File: config.mk
export PLATFORM = sky130hd
export DESIGN_NAME = audio_unpack12
export DESIGN_NICKNAME = d
export VERILOG_FILES = /design/src/rtl/audio_pkg.sv /design/src/rtl/sat_counter.sv /design/src/rtl/audio_unpack12.sv
export SDC_FILE = /design/constraint.sdc
export NUM_CORES = 1
export LEC_CHECK = 0
export ABC_CLOCK_PERIOD_IN_PS = 2200
export BUFFER_PORTS_ARGS = -buffer_cell sky130_fd_sc_hd__buf_2
export CAP_MARGIN = 10
export CORE_MARGIN = 3
export CORE_UTILIZATION = 52
export CTS_CLUSTER_SIZE = 8
export DETAILED_ROUTE_END_ITERATION = 8
export PLACE_DENSITY = 0.79
export SLEW_MARGIN = 0
export SYNTH_ARGS = -nofsm -noshare
export SYNTH_HDL_FRONTEND = slang
export SYNTH_SLANG_ARGS = --single-unit
File: constraint.sdc
create_clock -name clk -period 2.2 [get_ports clk]
set_input_delay 0.22 -clock clk [delete_from_list [all_inputs] [get_ports clk]]
set_output_delay 0.22 -clock clk [all_outputs]
set_load 0.01 [all_outputs]
File: src/rtl/audio_pkg.sv
// rtl/audio_pkg.sv - shared widths and FSM state encoding for the 12-bit audio unpacker
package audio_pkg;

  localparam int SAMPLE_WIDTH = 24;
  localparam int WORD_WIDTH   = 12;

  typedef enum logic [2:0] {
    IDLE_HI,
    WAIT_HI,
    IDLE_LO,
    WAIT_LO,
    HOLD
  } state_t;

endpackage

File: src/rtl/sat_counter.sv
// rtl/sat_counter.sv - event counter that sticks at all-ones instead of wrapping
module sat_counter #(
  parameter int WIDTH = 16
) (
  input  logic             clk,
  input  logic             rst,
  input  logic             inc,
  output logic [WIDTH-1:0] count
);

  always_ff @(posedge clk) begin
    if (rst) begin
      count <= '0;
    end else if (inc && (count != {WIDTH{1'b1}})) begin
      count <= count + 1'b1;
    end
  end

endmodule

File: src/rtl/audio_unpack12.sv
// rtl/audio_unpack12.sv - joins pairs of 12-bit FIFO words into 24-bit L/R samples
module audio_unpack12
  import audio_pkg::*;
#(
  parameter int CNT_WIDTH = 16
) (
  input  logic                    clk,
  input  logic                    rst,
  input  logic [WORD_WIDTH-1:0]   fifo_q,
  input  logic                    fifo_empty,
  output logic                    fifo_rden,
  input  logic                    resync,
  output logic [SAMPLE_WIDTH-1:0] sample_data,
  output logic                    sample_ch,
  output logic                    sample_valid,
  input  logic                    sample_ready,
  output logic [CNT_WIDTH-1:0]    underrun_cnt
);

  state_t                state;
  logic [WORD_WIDTH-1:0] hi;
  logic                  read_state;
  logic                  underrun;

  // Reads are suppressed under rst/resync so no word is fetched only to be dropped.
  assign read_state = (state == IDLE_HI) || (state == WAIT_HI) || (state == IDLE_LO);
  assign fifo_rden  = !rst && !resync && !fifo_empty && read_state;
  assign underrun   = !rst && !resync && (state == WAIT_HI) && fifo_empty;

  always_ff @(posedge clk) begin
    if (rst) begin
      state        <= IDLE_HI;
      hi           <= '0;
      sample_data  <= '0;
      sample_ch    <= 1'b0;
      sample_valid <= 1'b0;
    end else if (resync) begin
      state        <= IDLE_HI;
      hi           <= '0;
      sample_ch    <= 1'b0;
      sample_valid <= 1'b0;
    end else begin
      case (state)
        IDLE_HI: begin
          if (!fifo_empty) state <= WAIT_HI;
        end
        WAIT_HI: begin
          hi    <= fifo_q;
          state <= fifo_empty ? IDLE_LO : WAIT_LO;
        end
        IDLE_LO: begin
          if (!fifo_empty) state <= WAIT_LO;
        end
        WAIT_LO: begin
          sample_data  <= {hi, fifo_q};
          sample_valid <= 1'b1;
          state        <= HOLD;
        end
        HOLD: begin
          if (sample_valid && sample_ready) begin
            sample_valid <= 1'b0;
            sample_ch    <= ~sample_ch;
            state        <= IDLE_HI;
          end
        end
        default: state <= IDLE_HI;
      endcase
    end
  end

  sat_counter #(
    .WIDTH (CNT_WIDTH)
  ) u_underrun_cnt (
    .clk   (clk),
    .rst   (rst),
    .inc   (underrun),
    .count (underrun_cnt)
  );

endmodule

==> results of run 1 <==
## cell usage after synthesis (2+ instances only)
cell type | count | area share
a2111oi_0 | 2 | 0.0075
a21oi_1 | 45 | 0.097
and3_1 | 2 | 0.0054
and4_1 | 3 | 0.011
buf_2 | 4 | 0.0086
clkbuf_1 | 13 | 0.021
dfxtp_1 | 57 | 0.49
inv_1 | 5 | 0.0081
nand2_1 | 78 | 0.13
nand3_1 | 6 | 0.013
nand3b_1 | 4 | 0.013
nand4_1 | 7 | 0.019
nor2_1 | 5 | 0.0081
nor3_1 | 8 | 0.017
o21a_1 | 3 | 0.0097
o21ai_0 | 3 | 0.0064
o311ai_0 | 2 | 0.0075
o311ai_1 | 2 | 0.0075
o31ai_1 | 4 | 0.013
o41ai_1 | 3 | 0.011
or2_2 | 2 | 0.0054
or3_1 | 3 | 0.0081
or4_1 | 2 | 0.0064
xnor2_1 | 2 | 0.0075
## cells by family (layout without fill, tap and decap cells)
| group | count (synthesis) | in the layout | share of synthesized area |
|---|---|---|---|
| AOI/OAI and AO/OA | 67 | 67 | 0.1702 |
| DFF | 57 | 57 | 0.4895 |
| and+or+nand+nor | 129 | 129 | 0.2738 |
| muxes | 2 | 2 | 0.009125 |
| adders and majority gates | 1 | 1 | 0.005367 |
| buffers and inverters | 23 | 84 | 0.04080 |
| xor gates and xnor gates | 3 | 3 | 0.01127 |
## how the worst max path moves through the flow
stage,end,cells after the start,startpoint
2_1_floorplan,u_underrun_cnt.count[14],5,u_underrun_cnt.count[0]
3_3_place_gp,u_underrun_cnt.count[13],4,state[0]
3_5_place_dp,u_underrun_cnt.count[9],4,state[0]
4_1_cts,u_underrun_cnt.count[9],4,state[0]
5_1_grt,u_underrun_cnt.count[9],4,state[0]
6_report,u_underrun_cnt.count[9],4,state[0]
## state kept, by name, indices dropped and copies added, names as in the netlist
| signal | flops |
|---|---|
| sample_valid | 1 |
| sample_ch | 1 |
| hi | 12 |
| state | 3 |
| sample_data | 24 |
| u_underrun_cnt.count | 16 |
## layout make-up
cell class | instances | area, sq um | area share
clock buffer | 9 | 123.9 | 0.04329
clock inverter | 7 | 95.09 | 0.03323
inverter | 5 | 18.77 | 0.006559
multi-input combinational | 202 | 1095 | 0.3826
sequential | 57 | 1141 | 0.3988
tap | 50 | 62.56 | 0.02186
timing repair buffer | 63 | 325.3 | 0.1137
## report_power, final
group / internal, mW / leakage (nW) / switching (mW)
Combinational: 0.0225 / 0.551 / 0.0426
Clock: 0.637 / 0.109 / 0.442
Sequential: 1.04 / 0.459 / 0.00472
Total: 1.70 / 1.12 / 0.489
## metrics by stage
stage,utilization,worst slack (ns),hold WS (ns),power (mW),std cells
global placement,0.6333,0.3804,0.4377,1.129,377
floorplan,-,0.5684,0.3097,1.099,282
detailed placement,0.6333,0.2993,0.4310,1.130,377
finish,0.6858,0.2721,0.08343,2.185,393
global route,0.6858,0.09353,0.07958,2.249,393
CTS,0.6858,0.2727,0.07022,2.198,393
## metal layers
metal / vias to the layer above / track usage / wire, microns
met4: 0 / 0.1168 / 119
met1: 1016 / 0.2890 / 2568
met3: 8 / 0.04545 / 309
li1: 1103 / - / -
met2: 67 / 0.3747 / 2733
met5: - / 0 / 0
## worst reg2reg max path, cell delays in order (launching register included)
cell,delay [ns]
dfxtp_1,0.46
nor3b_4,0.43
nand4_1,0.29
o311ai_0,0.48
o41ai_1,0.14
==> impl_metrics.json, run 1 <==
{
  "status": "finished, final reports clean",
  "power_density_mw_per_mm2": 763.4,
  "drt-initial-drc-count": 135,
  "ys_types": 41,
  "n_fill_cell": 355,
  "reg2reg_slack_ns": 0.27,
  "root_buffer": "clkbuf_8",
  "synthArstFlopShare": 0,
  "gp_congestion": 0.8790,
  "cp_max_fo": 8,
  "synth_warnings": 0,
  "crit_arrival_ns": 2.13,
  "syn_avg_cell_area_sq_um": 8.266,
  "setup_tns_ns": 0,
  "r2r_cells": 4,
  "core_area_sq_mm": 0.004173,
  "hold_path.class": "input pin to flop",
  "start_kind": "flop",
  "routed_wirelength_microns": 5729,
  "htreeDepth": 3,
  "yosys_most_used_dff": "dfxtp_1",
  "cts_tree": "built",
  "cts_sinks": 57,
  "ioPinCount": 60,
  "rsz0062_at_grt": "false",
  "antennaDiodeCount": 0,
  "cp_top_family": "simple AND/OR/NAND/NOR gates",
  "synth_seq_cells": 57,
  "final-hold-violation-count": 0,
  "worst_setup_path_end_kind": "flop",
  "wire_per_inst_microns": 14.58,
  "postCtsHoldBufs": 0,
  "syn_inst": 282,
  "grt_pass1_vias": 2047,
  "cp.required_ns": 2.40,
  "port_buffers": 59,
  "synth_area_sq_mm": 0.002331,
  "row_count": 23,
  "numCtsBuffers": 9,
  "placed_area_sq_mm": 0.002643,
  "die_y_microns": 72.95,
  "tightest_slew_ns": 0.6547,
  "hold_end": "state[0]",
  "antenna_found_initial": 0,
  "overflow": 0,
  "drv.max_cap_violation_count": 0,
  "grt_pass1_wl_microns": 9432,
  "hold_path_depth": 2,
  "die-area_sq_mm": 0.005322,
  "r2r_start": "state[0]",
  "layout_common_cells": "nand2_1, buf_2, dfxtp_1",
  "fmax_ghz": 0.5187,
  "clkTransAtPathRegs_ns": 0.07,
  "fin_crit_sh": 0.8763,
  "period_minus_slack_ns": 1.928,
  "nNetsFinal": 356,
  "routed_via_density": 5.583,
  "cpPeakStageDelay_ns": 0.48,
  "cp_slowest_cell": "o311ai_0",
  "remaining_drc_errors": 0,
  "final_common_cell": "nand2_1",
  "antenna_left": 0,
  "worst-path-buf-inv": 0,
  "grt_start_max_net_pins": 29,
  "hp-start": "fifo_empty",
  "grt_use_total": 0.2303,
  "clk_path_buf_depth": 2,
  "syn_to_final_growth_pct": 22.76,
  "design_area_sq_mm": 0.002861,
  "synth_edf_count": 0,
  "post_cts_buffers": 0,
  "finalSetupViolations": 0,
  "cts_resized": 0,
  "num_vias": 2194,
  "initial_core_util": 0.5586,
  "peakVddDrop_v": 0.0006234,
  "first_pass_iters": 4,
  "synth_seq_area_share": 0.4895,
  "path_class": "flop to flop",
  "synth_fp_nets": 300,
  "drive_above_1_share": 0.2536,
  "timing.final.max_slew_violations": 0,
  "worstSkewPairLatency_ns": 0.34,
  "reg2reg_to": "u_underrun_cnt.count[9]",
  "hpwlAfterDp_microns": 3827,
  "die_w_microns": 72.95,
  "path_cells": "nor3b_4, nand4_1, o311ai_0, o41ai_1",
  "power.leakage_nw": 1.120,
  "slew_headroom": 0.5595,
  "clock_skew_ns": 0.004934
}
Note: power is estimated with default switching activity, not from simulation.
==> inputs of run 2 (changes only) <==
--- a/config.mk
+++ b/config.mk
@@ -5,7 +5,7 @@
 export SDC_FILE = /design/constraint.sdc
 export NUM_CORES = 1
 export LEC_CHECK = 0
-export ABC_CLOCK_PERIOD_IN_PS = 2200
+export ABC_CLOCK_PERIOD_IN_PS = 1800
 export BUFFER_PORTS_ARGS = -buffer_cell sky130_fd_sc_hd__buf_2
 export CAP_MARGIN = 10
 export CORE_MARGIN = 3
==> constraint.sdc (replaced) <==
create_clock -name clk -period 1.8 [get_ports clk]
set_input_delay 0.18 -clock clk [delete_from_list [all_inputs] [get_ports clk]]
set_output_delay 0.18 -clock clk [all_outputs]
set_load 0.01 [all_outputs]
==> run 2 against run 1 <==
- critical path depth up 1
- core utilization up 1.4 points
- sequential power up 22%
- design area up 2.1%
- power up 19%
- combinational power up 36%
- clock-buffer cell count up 3
- first-iteration DRC count up 41%
- sequential cell count unchanged
- fmax up 13%
- setup slack worse by 0.17 ns
- global-route usage down 0.11 points
==> impl_metrics.json, run 2 (synthesis gave the netlist of run 1 again) <==
{
  "die_y_microns": 72.95,
  "fmax_ghz": 0.5880,
  "p_comb_frac": 0.034,
  "cts_tree": "built",
  "antennaDiodeCount": 0,
  "regMostFlops": "sample_data",
  "path_cells": "ha_1, and3_1, nand4_1, nor3_2, mux2_2",
  "cpPeakStageDelay_ns": 0.38,
  "remaining_drc_errors": 0,
  "gp_congestion": 0.8994,
  "wl_met1_microns": 2474,
  "peakVddDrop_v": 0.0005507,
  "status": "finished, final reports clean",
  "grt_start_max_net_pins": 36,
  "layout_common_cells": "nand2_1, buf_2, dfxtp_1",
  "wl_met2_microns": 2782,
  "slew_headroom": 0.6539,
  "postCtsHoldBufs": 0,
  "die-area_sq_mm": 0.005322,
  "hold_path.class": "input pin to flop",
  "worstSkewPairLatency_ns": 0.33,
  "n_fill_cell": 356,
  "drt-initial-drc-count": 190,
  "period_minus_slack_ns": 1.701,
  "path_class": "flop to flop",
  "antenna_left": 0,
  "die_w_microns": 72.95,
  "drive_above_1_share": 0.2743,
  "routed_via_density": 5.618,
  "post_cts_buffers": 0,
  "p_seq_frac": 0.487,
  "first_pass_iters": 4,
  "hpwlAfterDp_microns": 3861,
  "ioPinCount": 60,
  "setup_ws_ns": 0.09929,
  "final_common_cell": "nand2_1",
  "wl_met3_microns": 354,
  "port_buffers": 59,
  "reg_top3": "sample_data (24), u_underrun_cnt.count (16), hi (12)",
  "cp.required_ns": 2.02,
  "final-hold-violation-count": 0,
  "core_area_sq_mm": 0.004173,
  "clkPwrFrac": 0.479,
  "initial_core_util": 0.5586,
  "tightest_slew_ns": 0.5177,
  "overflow": 0,
  "dr.max_layer_used": "met4",
  "switching_share": 0.2151,
  "holdWs_ns": 0.05761,
  "num_vias": 2247,
  "drv.max_cap_violation_count": 0,
  "routed_wirelength_microns": 5708,
  "cp_slowest_cell": "dfxtp_1",
  "htreeDepth": 3,
  "grt_pass1_vias": 2132,
  "nNetsFinal": 363,
  "clkTransAtPathRegs_ns": 0.06,
  "clock_skew_ns": 0.004888,
  "final_core_util": 0.7002,
  "finalSetupViolations": 0,
  "wire_per_inst_microns": 14.27,
  "cts_resized": 0,
  "cp_max_fo": 5,
  "crit_arrival_ns": 1.92,
  "antenna_found_initial": 0,
  "grt_pass1_wl_microns": 9466,
  "fin_crit_sh": 0.9448,
  "dp_worst_setup_slack_ns": 0.06908,
  "worst_setup_path_end_kind": "flop",
  "root_buffer": "clkbuf_8",
  "setup_tns_ns": 0,
  "clk_path_buf_depth": 2,
  "numCtsBuffers": 9,
  "timing.final.max_slew_violations": 0,
  "power.leakage_nw": 1.165,
  "power.switching_mw": 0.5614,
  "power.internal_mw": 2.049,
  "syn_to_final_growth_pct": 25.34,
  "grt_use_total": 0.2291,
  "start_kind": "flop",
  "largest_reg_flops": 24,
  "row_count": 23,
  "power_density_mw_per_mm2": 893.4,
  "cts_sinks": 57
}
## run 2: cell types whose count changed in the layout (fill, tap and decap cells not counted), sizes merged
cell / delta
clkbuf: +3
bufinv: -1
buf: +7
clkinv: -3
clkinvlp: +1
## run 2: stage by stage
stage,instances,power (mW),area [sq um]
after floorplan,282,1.344,2331
after global placement,384,1.385,2695
after detailed placement,384,1.385,2695
after CTS,400,2.632,2910
after global routing,400,2.689,2922
final,400,2.610,2922
## run 2: final timing paths
kind	depth (start not counted)	slack, ns	start	end
max	5	0.1	u_underrun_cnt.count[1]	u_underrun_cnt.count[14]
min	2	0.06	fifo_empty	state[0]
max reg2reg	5	0.1	u_underrun_cnt.count[1]	u_underrun_cnt.count[14]
min reg2reg	2	0.44	hi[3]	sample_data[15]
## run 2: critical path: cells and delay by family, from the launching register on
family,cells,cell delay (ns)
adders and majority gates,1,0.21
DFF,1,0.38
muxes,1,0.35
and+or+nand+nor,3,0.65
## run 2: layout make-up
cell class                      instances  area (sq um)  area share
Clock buffer                           12         165.2     0.05653
Clock inverter                          4         50.05     0.01713
Inverter                                5         18.77    0.006424
Multi-Input combinational cell        202          1105      0.3782
Sequential cell                        57          1142      0.3910
Tap cell                               50         62.56     0.02141
Timing Repair Buffer                   70         377.9      0.1293
## run 2: power groups by stage
stage | Sequential, mW | Combinational [mW] | Clock [mW]
6_report | 1.27 | 0.0883 | 1.25
5_1_grt | 1.27 | 0.0982 | 1.32
4_1_cts | 1.27 | 0.0869 | 1.27
3_5_place_dp | 1.30 | 0.0863 | 0
3_3_place_gp | 1.30 | 0.0864 | 0
2_1_floorplan | 1.30 | 0.0458 | 0
## run 2: routing by layer
| layer | vias to the layer above | global-route usage |
|---|---|---|
| li1 | 1111 | - |
| met1 | 1055 | 0.2760 |
| met2 | 70 | 0.3858 |
| met3 | 11 | 0.06061 |
| met4 | 0 | 0.09426 |
| met5 | - | 0 |
==> inputs of run 3 (changes only) <==
--- a/config.mk
+++ b/config.mk
@@ -13,6 +13,7 @@
 export CTS_CLUSTER_SIZE = 8
 export DETAILED_ROUTE_END_ITERATION = 8
 export PLACE_DENSITY = 0.79
+export SETUP_SLACK_MARGIN = 0.15
 export SLEW_MARGIN = 0
 export SYNTH_ARGS = -nofsm -noshare
 export SYNTH_HDL_FRONTEND = slang
==> constraint.sdc (replaced) <==
create_clock -name clk -period 1.8 [get_ports clk]
set_input_delay 0.27 -clock clk [delete_from_list [all_inputs] [get_ports clk]]
set_output_delay 0.27 -clock clk [all_outputs]
set_load 0.01 [all_outputs]
==> run 3 against run 2 <==
- first-iteration DRC count down 29%
- core utilization up 3.9 points
- largest power group is now clock
- register-to-register slack about the same
- routed wire length up 14%
- hold slack better by 0.11 ns
- sequential cell count unchanged
- die area unchanged
- sequential share of layout area down 1.5 points
- highest routed layer unchanged
- clock-buffer cell count unchanged
- fmax up 0.23%
- power up 1.7%
==> impl_metrics.json, run 3 (synthesis gave the netlist of run 1 again) <==
{
  "gp_congestion": 0.9112,
  "layout_common_cells": "nand2_1, buf_2, dfxtp_1",
  "cts_sinks": 57,
  "first_pass_iters": 4,
  "start_kind": "flop",
  "fin_crit_sh": 0.9426,
  "r2r_cells": 4,
  "setup_tns_ns": 0,
  "status": "finished, final reports clean",
  "regMostFlops": "sample_data",
  "placed_area_sq_mm": 0.002711,
  "largest_reg_flops": 24,
  "row_count": 23,
  "postCtsHoldBufs": 0,
  "port_buffers": 59,
  "overflow": 0,
  "die_y_microns": 72.95,
  "fmax_ghz": 0.5894,
  "htreeDepth": 3,
  "clock_skew_ns": 0.005838,
  "cts_tree": "built",
  "routed_wirelength_microns": 6504,
  "numCtsBuffers": 9,
  "antenna_left": 0,
  "final_common_cell": "nand2_1",
  "die_w_microns": 72.95,
  "slew_headroom": 0.6185,
  "antennaDiodeCount": 0,
  "power.leakage_nw": 1.227,
  "remaining_drc_errors": 0,
  "ioPinCount": 60,
  "hpwlAfterDp_microns": 3915,
  "crit_arrival_ns": 1.91,
  "root_buffer": "clkbuf_8",
  "drv.max_cap_violation_count": 0,
  "syn_to_final_growth_pct": 32.26,
  "drive_above_1_share": 0.3389,
  "final_core_util": 0.7388,
  "num_vias": 2372,
  "path_class": "flop to flop",
  "nNetsFinal": 374,
  "setup_ws_ns": 0.1033,
  "final-hold-violation-count": 0,
  "power_density_mw_per_mm2": 861.1,
  "cp.required_ns": 2.01,
  "dp_worst_setup_slack_ns": 0.08378,
  "grt_use_total": 0.2467,
  "finalSetupViolations": 0,
  "grt_pass1_wl_microns": 10290,
  "drt-initial-drc-count": 134,
  "hold_path_depth": 2,
  "worstSkewPairLatency_ns": 0.32,
  "grt_start_max_net_pins": 36,
  "rsz0062_at_grt": "true",
  "layoutNonFillerInstCount": 410,
  "grt_pass1_vias": 2232,
  "antenna_found_initial": 0,
  "routed_via_density": 5.785,
  "wire_per_inst_microns": 15.86,
  "core_area_sq_mm": 0.004173,
  "period_minus_slack_ns": 1.697,
  "tightest_slew_ns": 0.5698,
  "worst_setup_path_end_kind": "flop",
  "clk_path_buf_depth": 2,
  "peakVddDrop_v": 0.0006517,
  "timing.final.max_slew_violations": 0,
  "placed_cells": 386,
  "clkTransAtPathRegs_ns": 0.06,
  "n_fill_cell": 324,
  "initial_core_util": 0.5586,
  "design_area_sq_mm": 0.003083,
  "reg_top3": "sample_data (24), u_underrun_cnt.count (16), hi (12)",
  "hold_path.class": "input pin to flop",
  "die-area_sq_mm": 0.005322,
  "cp_max_fo": 4
}
-- run 3: cell types whose count changed in the layout (fill, tap and decap cells not counted), sizes merged --
cell,previous run,this run
buf,70,81
bufinv,1,2
clkinvlp,2,0
-- run 3: per-layer routing --
layer / share of wire / global-route usage / up-vias
li1: - / - / 1137
met2: 0.50 / 0.4108 / 96
met4: 0.020 / 0.08607 / 0
met1: 0.41 / 0.3115 / 1123
met3: 0.069 / 0.05923 / 16
met5: 0 / 0 / -
-- run 3: area by class of cell --
type | instances | area, sq um | share of cell area
Tap cell | 50 | 62.56 | 0.02029
Clock inverter | 3 | 65.06 | 0.02110
Timing Repair Buffer | 81 | 464.2 | 0.1506
Inverter | 5 | 18.77 | 0.006088
Clock buffer | 12 | 145.1 | 0.04708
Multi-Input combinational cell | 202 | 1167 | 0.3787
Sequential cell | 57 | 1160 | 0.3762
-- run 3: final timing paths --
path	from	endpoint	slack, ns
worst max-delay path	state[2]	u_underrun_cnt.count[14]	0.10
worst min-delay path	fifo_empty	state[0]	0.17
worst max register to register	state[2]	u_underrun_cnt.count[14]	0.10
worst min register to register	sample_data[14]	sample_data[14]	0.45
-- run 3: metrics by stage --
stage	hold slack [ns]	power [mW]
finish	0.1711	2.655
global route	0.1854	2.721
CTS	0.1507	2.664
detailed placement	0.4431	1.386
global placement	0.4371	1.385
floorplan	0.3597	1.344
-- run 3: power breakdown --
| part | switching, mW | internal (mW) | leakage [nW] |
|---|---|---|---|
| clock network | 0.479 | 0.809 | 0.106 |
| registers | 0.00380 | 1.26 | 0.466 |
| logic | 0.0625 | 0.0365 | 0.655 |
| total | 0.545 | 2.11 | 1.23 |
-- run 3: what timing repair did --
action	4_1_cts	5_1_grt
buffers inserted	2	7
resized for setup	4	25
setup endpoints to repair	3	14
pin swaps	2	8
-- run 3: worst max-delay path, cell delays in order (launching register included) --
cell     delay, ns
dfxtp_1       0.33
nor3b_4       0.37
nand4_1       0.30
nor3_2        0.23
mux2_2        0.36
